## src/rtl/mem_access_ctrl_if.sv

```systemverilog
// Data port, auxiliary port and mem_main connections of the memory access controller.
// The master side holds the requesters and the memory; the controller uses the slave side.
interface mem_access_ctrl_if;
  logic        d_req;
  logic        d_we;
  logic [15:0] d_addr;
  logic [15:0] d_wdata;
  logic [15:0] d_rdata;
  logic        d_ack;

  logic        a_req;
  logic        a_we;
  logic [15:0] a_addr;
  logic [15:0] a_wdata;
  logic [15:0] a_rdata;
  logic        a_ack;

  logic [15:0] mem_address;
  logic        mem_write_en;
  logic [15:0] mem_write_data;
  logic [15:0] mem_data;

  modport master (
    output d_req, d_we, d_addr, d_wdata,
    input  d_rdata, d_ack,
    output a_req, a_we, a_addr, a_wdata,
    input  a_rdata, a_ack,
    input  mem_address, mem_write_en, mem_write_data,
    output mem_data
  );

  modport slave (
    input  d_req, d_we, d_addr, d_wdata,
    output d_rdata, d_ack,
    input  a_req, a_we, a_addr, a_wdata,
    output a_rdata, a_ack,
    output mem_address, mem_write_en, mem_write_data,
    input  mem_data
  );
endinterface

```

## src/rtl/mem_access_ctrl.sv

```systemverilog
// Round-robin arbiter/sequencer sharing mem_main between the data port and the aux port.
// Latency: ack WAIT_CYCLES+1 cycles after the grant cycle; stall holds the pipeline while d_req waits.
module mem_access_ctrl #(
  parameter int WAIT_CYCLES = 1
) (
  input  logic             clk,
  input  logic             rst,
  input  logic             halt_sys,
  mem_access_ctrl_if.slave bus,
  output logic             stall,
  output logic             busy
);
  typedef enum logic [1:0] {
    IDLE   = 2'd0,
    ACCESS = 2'd1,
    DONE   = 2'd2
  } state_t;

  localparam logic [3:0] CNT_INIT = 4'(WAIT_CYCLES - 1);
  localparam logic       PORT_D   = 1'b0;
  localparam logic       PORT_A   = 1'b1;

  state_t      state_q, state_d;
  logic [3:0]  cnt_q;
  logic        grant_q;
  logic        last_grant_q;
  logic        we_q;
  logic [15:0] addr_q;
  logic [15:0] wdata_q;
  logic [15:0] d_rdata_q;
  logic [15:0] a_rdata_q;
  logic        pick_a;
  logic        start;
  logic        d_ack;
  logic        a_ack;
  logic        mem_write_en;

  always_comb begin
    state_d      = state_q;
    start        = 1'b0;
    busy         = 1'b0;
    d_ack        = 1'b0;
    a_ack        = 1'b0;
    mem_write_en = 1'b0;
    // Aux wins when alone, or on contention when data was granted last.
    pick_a       = bus.a_req & (~bus.d_req | (last_grant_q == PORT_D));
    case (state_q)
      IDLE: begin
        if (!halt_sys && (bus.d_req || bus.a_req)) begin
          start   = 1'b1;
          state_d = ACCESS;
        end
      end
      ACCESS: begin
        busy         = 1'b1;
        mem_write_en = we_q && (cnt_q == CNT_INIT);
        if (cnt_q == 4'd0) state_d = DONE;
      end
      DONE: begin
        busy    = 1'b1;
        d_ack   = (grant_q == PORT_D);
        a_ack   = (grant_q == PORT_A);
        state_d = IDLE;
      end
      default: state_d = IDLE;
    endcase
  end

  always_ff @(posedge clk) begin
    if (rst) begin
      state_q      <= IDLE;
      cnt_q        <= 4'd0;
      grant_q      <= PORT_A;
      last_grant_q <= PORT_A;
      we_q         <= 1'b0;
      addr_q       <= 16'h0000;
      wdata_q      <= 16'h0000;
      d_rdata_q    <= 16'h0000;
      a_rdata_q    <= 16'h0000;
    end else begin
      state_q <= state_d;
      if (start) begin
        grant_q <= pick_a;
        we_q    <= pick_a ? bus.a_we    : bus.d_we;
        addr_q  <= pick_a ? bus.a_addr  : bus.d_addr;
        wdata_q <= pick_a ? bus.a_wdata : bus.d_wdata;
        cnt_q   <= CNT_INIT;
      end
      if (state_q == ACCESS) begin
        if (cnt_q == 4'd0) begin
          // Read data is taken on the edge that leaves ACCESS so rdata is valid with ack.
          if (!we_q) begin
            if (grant_q == PORT_A) a_rdata_q <= bus.mem_data;
            else                   d_rdata_q <= bus.mem_data;
          end
        end else begin
          cnt_q <= cnt_q - 4'd1;
        end
      end
      if (state_q == DONE) last_grant_q <= grant_q;
    end
  end

  assign bus.d_rdata        = d_rdata_q;
  assign bus.a_rdata        = a_rdata_q;
  assign bus.d_ack          = d_ack;
  assign bus.a_ack          = a_ack;
  assign bus.mem_address    = addr_q;
  assign bus.mem_write_data = wdata_q;
  assign bus.mem_write_en   = mem_write_en;
  assign stall              = bus.d_req & ~d_ack;
endmodule

```

## src/flat_wrapper.sv

```systemverilog
// flat-port wrapper written by rule: the top's interface ports become plain ports
module mem_access_ctrl_flat 
#(
  parameter int WAIT_CYCLES = 1
)
  (clk, rst, halt_sys, stall, busy, bus_d_req, bus_d_we, bus_d_addr, bus_d_wdata, bus_d_rdata, bus_d_ack, bus_a_req, bus_a_we, bus_a_addr, bus_a_wdata, bus_a_rdata, bus_a_ack, bus_mem_address, bus_mem_write_en, bus_mem_write_data, bus_mem_data);
  mem_access_ctrl_if bus_i ();
  input  logic clk;
  input  logic rst;
  input  logic halt_sys;
  output logic stall;
  output logic busy;
  input wire logic [$bits(bus_i.d_req)-1:0] bus_d_req;
  input wire logic [$bits(bus_i.d_we)-1:0] bus_d_we;
  input wire logic [$bits(bus_i.d_addr)-1:0] bus_d_addr;
  input wire logic [$bits(bus_i.d_wdata)-1:0] bus_d_wdata;
  output wire logic [$bits(bus_i.d_rdata)-1:0] bus_d_rdata;
  output wire logic [$bits(bus_i.d_ack)-1:0] bus_d_ack;
  input wire logic [$bits(bus_i.a_req)-1:0] bus_a_req;
  input wire logic [$bits(bus_i.a_we)-1:0] bus_a_we;
  input wire logic [$bits(bus_i.a_addr)-1:0] bus_a_addr;
  input wire logic [$bits(bus_i.a_wdata)-1:0] bus_a_wdata;
  output wire logic [$bits(bus_i.a_rdata)-1:0] bus_a_rdata;
  output wire logic [$bits(bus_i.a_ack)-1:0] bus_a_ack;
  output wire logic [$bits(bus_i.mem_address)-1:0] bus_mem_address;
  output wire logic [$bits(bus_i.mem_write_en)-1:0] bus_mem_write_en;
  output wire logic [$bits(bus_i.mem_write_data)-1:0] bus_mem_write_data;
  input wire logic [$bits(bus_i.mem_data)-1:0] bus_mem_data;
  assign bus_i.d_req = bus_d_req;
  assign bus_i.d_we = bus_d_we;
  assign bus_i.d_addr = bus_d_addr;
  assign bus_i.d_wdata = bus_d_wdata;
  assign bus_d_rdata = bus_i.d_rdata;
  assign bus_d_ack = bus_i.d_ack;
  assign bus_i.a_req = bus_a_req;
  assign bus_i.a_we = bus_a_we;
  assign bus_i.a_addr = bus_a_addr;
  assign bus_i.a_wdata = bus_a_wdata;
  assign bus_a_rdata = bus_i.a_rdata;
  assign bus_a_ack = bus_i.a_ack;
  assign bus_mem_address = bus_i.mem_address;
  assign bus_mem_write_en = bus_i.mem_write_en;
  assign bus_mem_write_data = bus_i.mem_write_data;
  assign bus_i.mem_data = bus_mem_data;
  mem_access_ctrl #(.WAIT_CYCLES(WAIT_CYCLES)) u_core (.clk(clk), .rst(rst), .halt_sys(halt_sys), .bus(bus_i), .stall(stall), .busy(busy));
endmodule
```

## config.mk

```make
export PLATFORM = sky130hd
export DESIGN_NAME = mem_access_ctrl_flat
export DESIGN_NICKNAME = d
export VERILOG_FILES = /design/src/rtl/mem_access_ctrl_if.sv /design/src/rtl/mem_access_ctrl.sv /design/src/flat_wrapper.sv
export SDC_FILE = /design/constraint.sdc
export NUM_CORES = 1
export LEC_CHECK = 0
export ABC_AREA = 1
export CORE_MARGIN = 2
export CORE_UTILIZATION = 40
export DETAILED_ROUTE_END_ITERATION = 6
export HOLD_SLACK_MARGIN = 0.05
export PLACE_DENSITY = 0.76
export SLEW_MARGIN = 20
export SYNTH_ARGS = -nofsm -noshare
export SYNTH_HDL_FRONTEND = slang
export SYNTH_SLANG_ARGS = --single-unit
```

## constraint.sdc

```tcl
create_clock -name clk -period 1.61 [get_ports clk]
set_input_delay 0.2415 -clock clk [delete_from_list [all_inputs] [get_ports clk]]
set_output_delay 0.2415 -clock clk [all_outputs]
set_load 0.005 [all_outputs]
```

==> metrics <==
status completed; worst vdd ir 0.0004439 V; row cnt 34; drc violations 0; critical path's largest stage delay 0.38 ns; worst r2r src u_core.state_q[1]$_SDFFE_PP0P_; largest net degree at the start of global routing 54; Crit Path Category reg2out; crit path from u_core.state_q[1]$_SDFFE_PP0P_; drt total wl 9.765 mm; cell area after synthesis 3558 sq um; FF-to-FF End u_core.bus.mem_address[5]$_SDFFE_PP0P_; clk_lat worst skew 0.34 ns; hold buffer count at cts 0; unrepaired setup endpoints after global routing no; Mapped Nets 644; Antenna Cells 0; hpwl dp 7.328 mm; area of the multi-input gates 1719 sq um; Setup Fix Bufs, Post-CTS 0; Starting DRT DRC Count 137; die width 98.32 microns; first-pass GRT wire length 15.68 mm; Synth cell types 26; Final Max Tran Viols 0; vias in the first global route 3599; fin crit share 95.61%; CTS Buf Count 9; GR Util All Layers 19.57%; Avg Inst Size Synth 6.458 sq um; Crit path arrival time 1.30 ns; Area growth, synth to finish 56.22%; Synth top area share 41.07%; Post-synth EDFFs 0; Avg Vias per Cell 4.685; Core Area 8678 sq um; CTS Root Buffer Type clkbuf_8; Top FF cell, synth dfxtp_1; Total Die Area 9667 sq um; type of origin of the critical path register; Port Buffers 155; antenna violations before repair 0; cell with the most instances after synthesis nor2_1; grt total ovfl 0; Fin. Hold Viols 0; final RePlAce weighted congestion 0.7947; Setup Viol. Count Final 0; crit-path cells inv_2 -> buf_4 -> ha_1 -> buf_2; Worst Hold Class reg2reg; warnings from Yosys 0; clock tree from TritonCTS yes; Yosys reg bits 73; FF-to-FF path depth 9; slew margin rel. 77.59%; Max-Cap Viols 0; drt wl/cell 11.91 microns; io pins 156; Pwr Density 1121 nW/um^2; fin nets 800; via count 3842; Post-synth ARST share 0%; Worst path slowest cell dfxtp_4; Critical Path Sink busy; area leader, netlist dfxtp_1; f_max 649.6 MHz; FILL cells 775; cells after synthesis 551; top cell types by occurrence after synthesis 170 x nor2_1, 114 x nand2_1, 73 x dfxtp_1, 61 x inv_1, 32 x nand4_1; Tmin final 1.539 ns; Reg area 1466 sq um; drt first pass iters 6; Leak 2.566 nW; Setup WS pre-CTS -0.02291 ns; worst-path maximum fanout 3; Pwr Total 0.006232 W; fin worst setup slack 0.07062 ns; deepest clock path buffer count 2; Starting Density 41.00%; Slew @ Worst Pin 0.3361 ns; share of layout cells above drive strength 1 8.848%; crit path capture type output port; sequential share of the synthesized area 41.07%; die height 98.32 microns; Util after Layout 64.06%; worst endpoint required time 1.37 ns; CTS clock-pin slew for the worst setup and hold paths 0.08 ns; setup TNS 0 ns; H-tree levels 3; Hold Path Origin u_core.last_grant_q$_SDFFE_PP1N_; top post-synthesis cells by area dfxtp_1 41%, nor2_1 18%, nand2_1 12%, inv_1 6.4%, nand4_1 5.6%; ANT nets after route 0; R2R Setup Slk 0.13 ns; Post-Route Skew 0.008828 ns; Num Clock Sinks 73
==> worst min-delay path by stage <==
stage | endpoint | slack, ns | depth (start not counted)
floorplan | u_core.cnt_q[2]$_SDFF_PP0_ | 0.31 | 1
global placement | u_core.last_grant_q$_SDFFE_PP1N_ | 0.46 | 2
detailed placement | u_core.last_grant_q$_SDFFE_PP1N_ | 0.45 | 2
CTS | u_core.last_grant_q$_SDFFE_PP1N_ | 0.47 | 2
global route | u_core.bus.d_rdata[1]$_SDFFE_PP0P_ | 0.52 | 2
finish | u_core.last_grant_q$_SDFFE_PP1N_ | 0.47 | 2
==> worst max-delay path, delay by kind of cell (launching register included) <==
kind                       cells  cell delay [ns]
buffers and inverters          3             0.31
adders and majority gates      1             0.27
DFF                            1             0.38
==> per-layer routing <==
layer  share of wire (%)  vias up  global-route usage [%]  routed length [microns]
met1                  42     1682                   22.47                     4056
met4                 1.2        0                   6.322                      119
met2                  47      147                   33.02                     4550
li1                    -     2002                       -                        -
met3                  11       11                   8.232                     1039
met5                   0        -                       0                        0
==> where the power goes <==
group	switching (W)	leakage (nW)	internal, W
combinational	0.00109	1.86	0.00123
sequential	0.000187	0.599	0.00215
clock	0.000703	0.109	0.000872
total	0.00198	2.57	0.00425
==> layout by cell type, fill, tap and decap left out, types with 2 or more instances in the layout <==
master and count:
bufinv_16 2, a21oi_1 7, nor3_4 2, nor2_2 3, clkdlybuf4s50_1 150, dfxtp_1 71, nand2_2 3, buf_2 3
clkinv_4 2, nor2_1 169, clkbuf_8 9, nand3_1 5, ha_1 4, nand2_1 113, inv_1 58, o21ai_1 5
o21ai_0 29, buf_12 6, clkinv_2 2, nand4_1 32, buf_4 16, nand3b_1 2, inv_2 7
==> cell type report <==
cell class	instances	share of cell area, %
clock buffers	9	2.228
clock inverters	7	1.711
inverters	65	4.389
multi-input cells	381	30.93
flip-flops and latches	73	26.38
well taps	108	2.431
repair buffers	177	31.94
==> through the flow <==
step	cell area (sq um)	hold WS, ns	instances
floorplan	3558	0.3106	551
global placement	5329	0.4581	804
detailed placement	5329	0.4499	804
CTS	5544	0.4748	820
global route	5559	0.5152	820
finish	5559	0.4741	820
==> repair_timing <==
item	CTS	global route
resized for setup	19	7
endpoints found under the hold margin	0	0
pin swaps	0	1
endpoints found under the setup margin	5	5
==> registers in the layout (all words and copies together), names as in the netlist <==
name / cells
u_core.bus.a_rdata: 16
u_core.bus.d_rdata: 16
u_core.cnt_q: 4
u_core.grant_q: 1
u_core.state_q: 2
u_core.we_q: 1
u_core.bus.mem_write_data: 16
u_core.last_grant_q: 1
u_core.bus.mem_address: 16
==> cells by family after synthesis <==
family          synth area share [%]
xor+xnor                      0.2462
simple gates                   39.28
fa+ha+maj                      2.110
buf+inv                        11.32
compound gates                 5.977
flops                          41.07
Note: power is estimated with default switching activity, not from simulation.
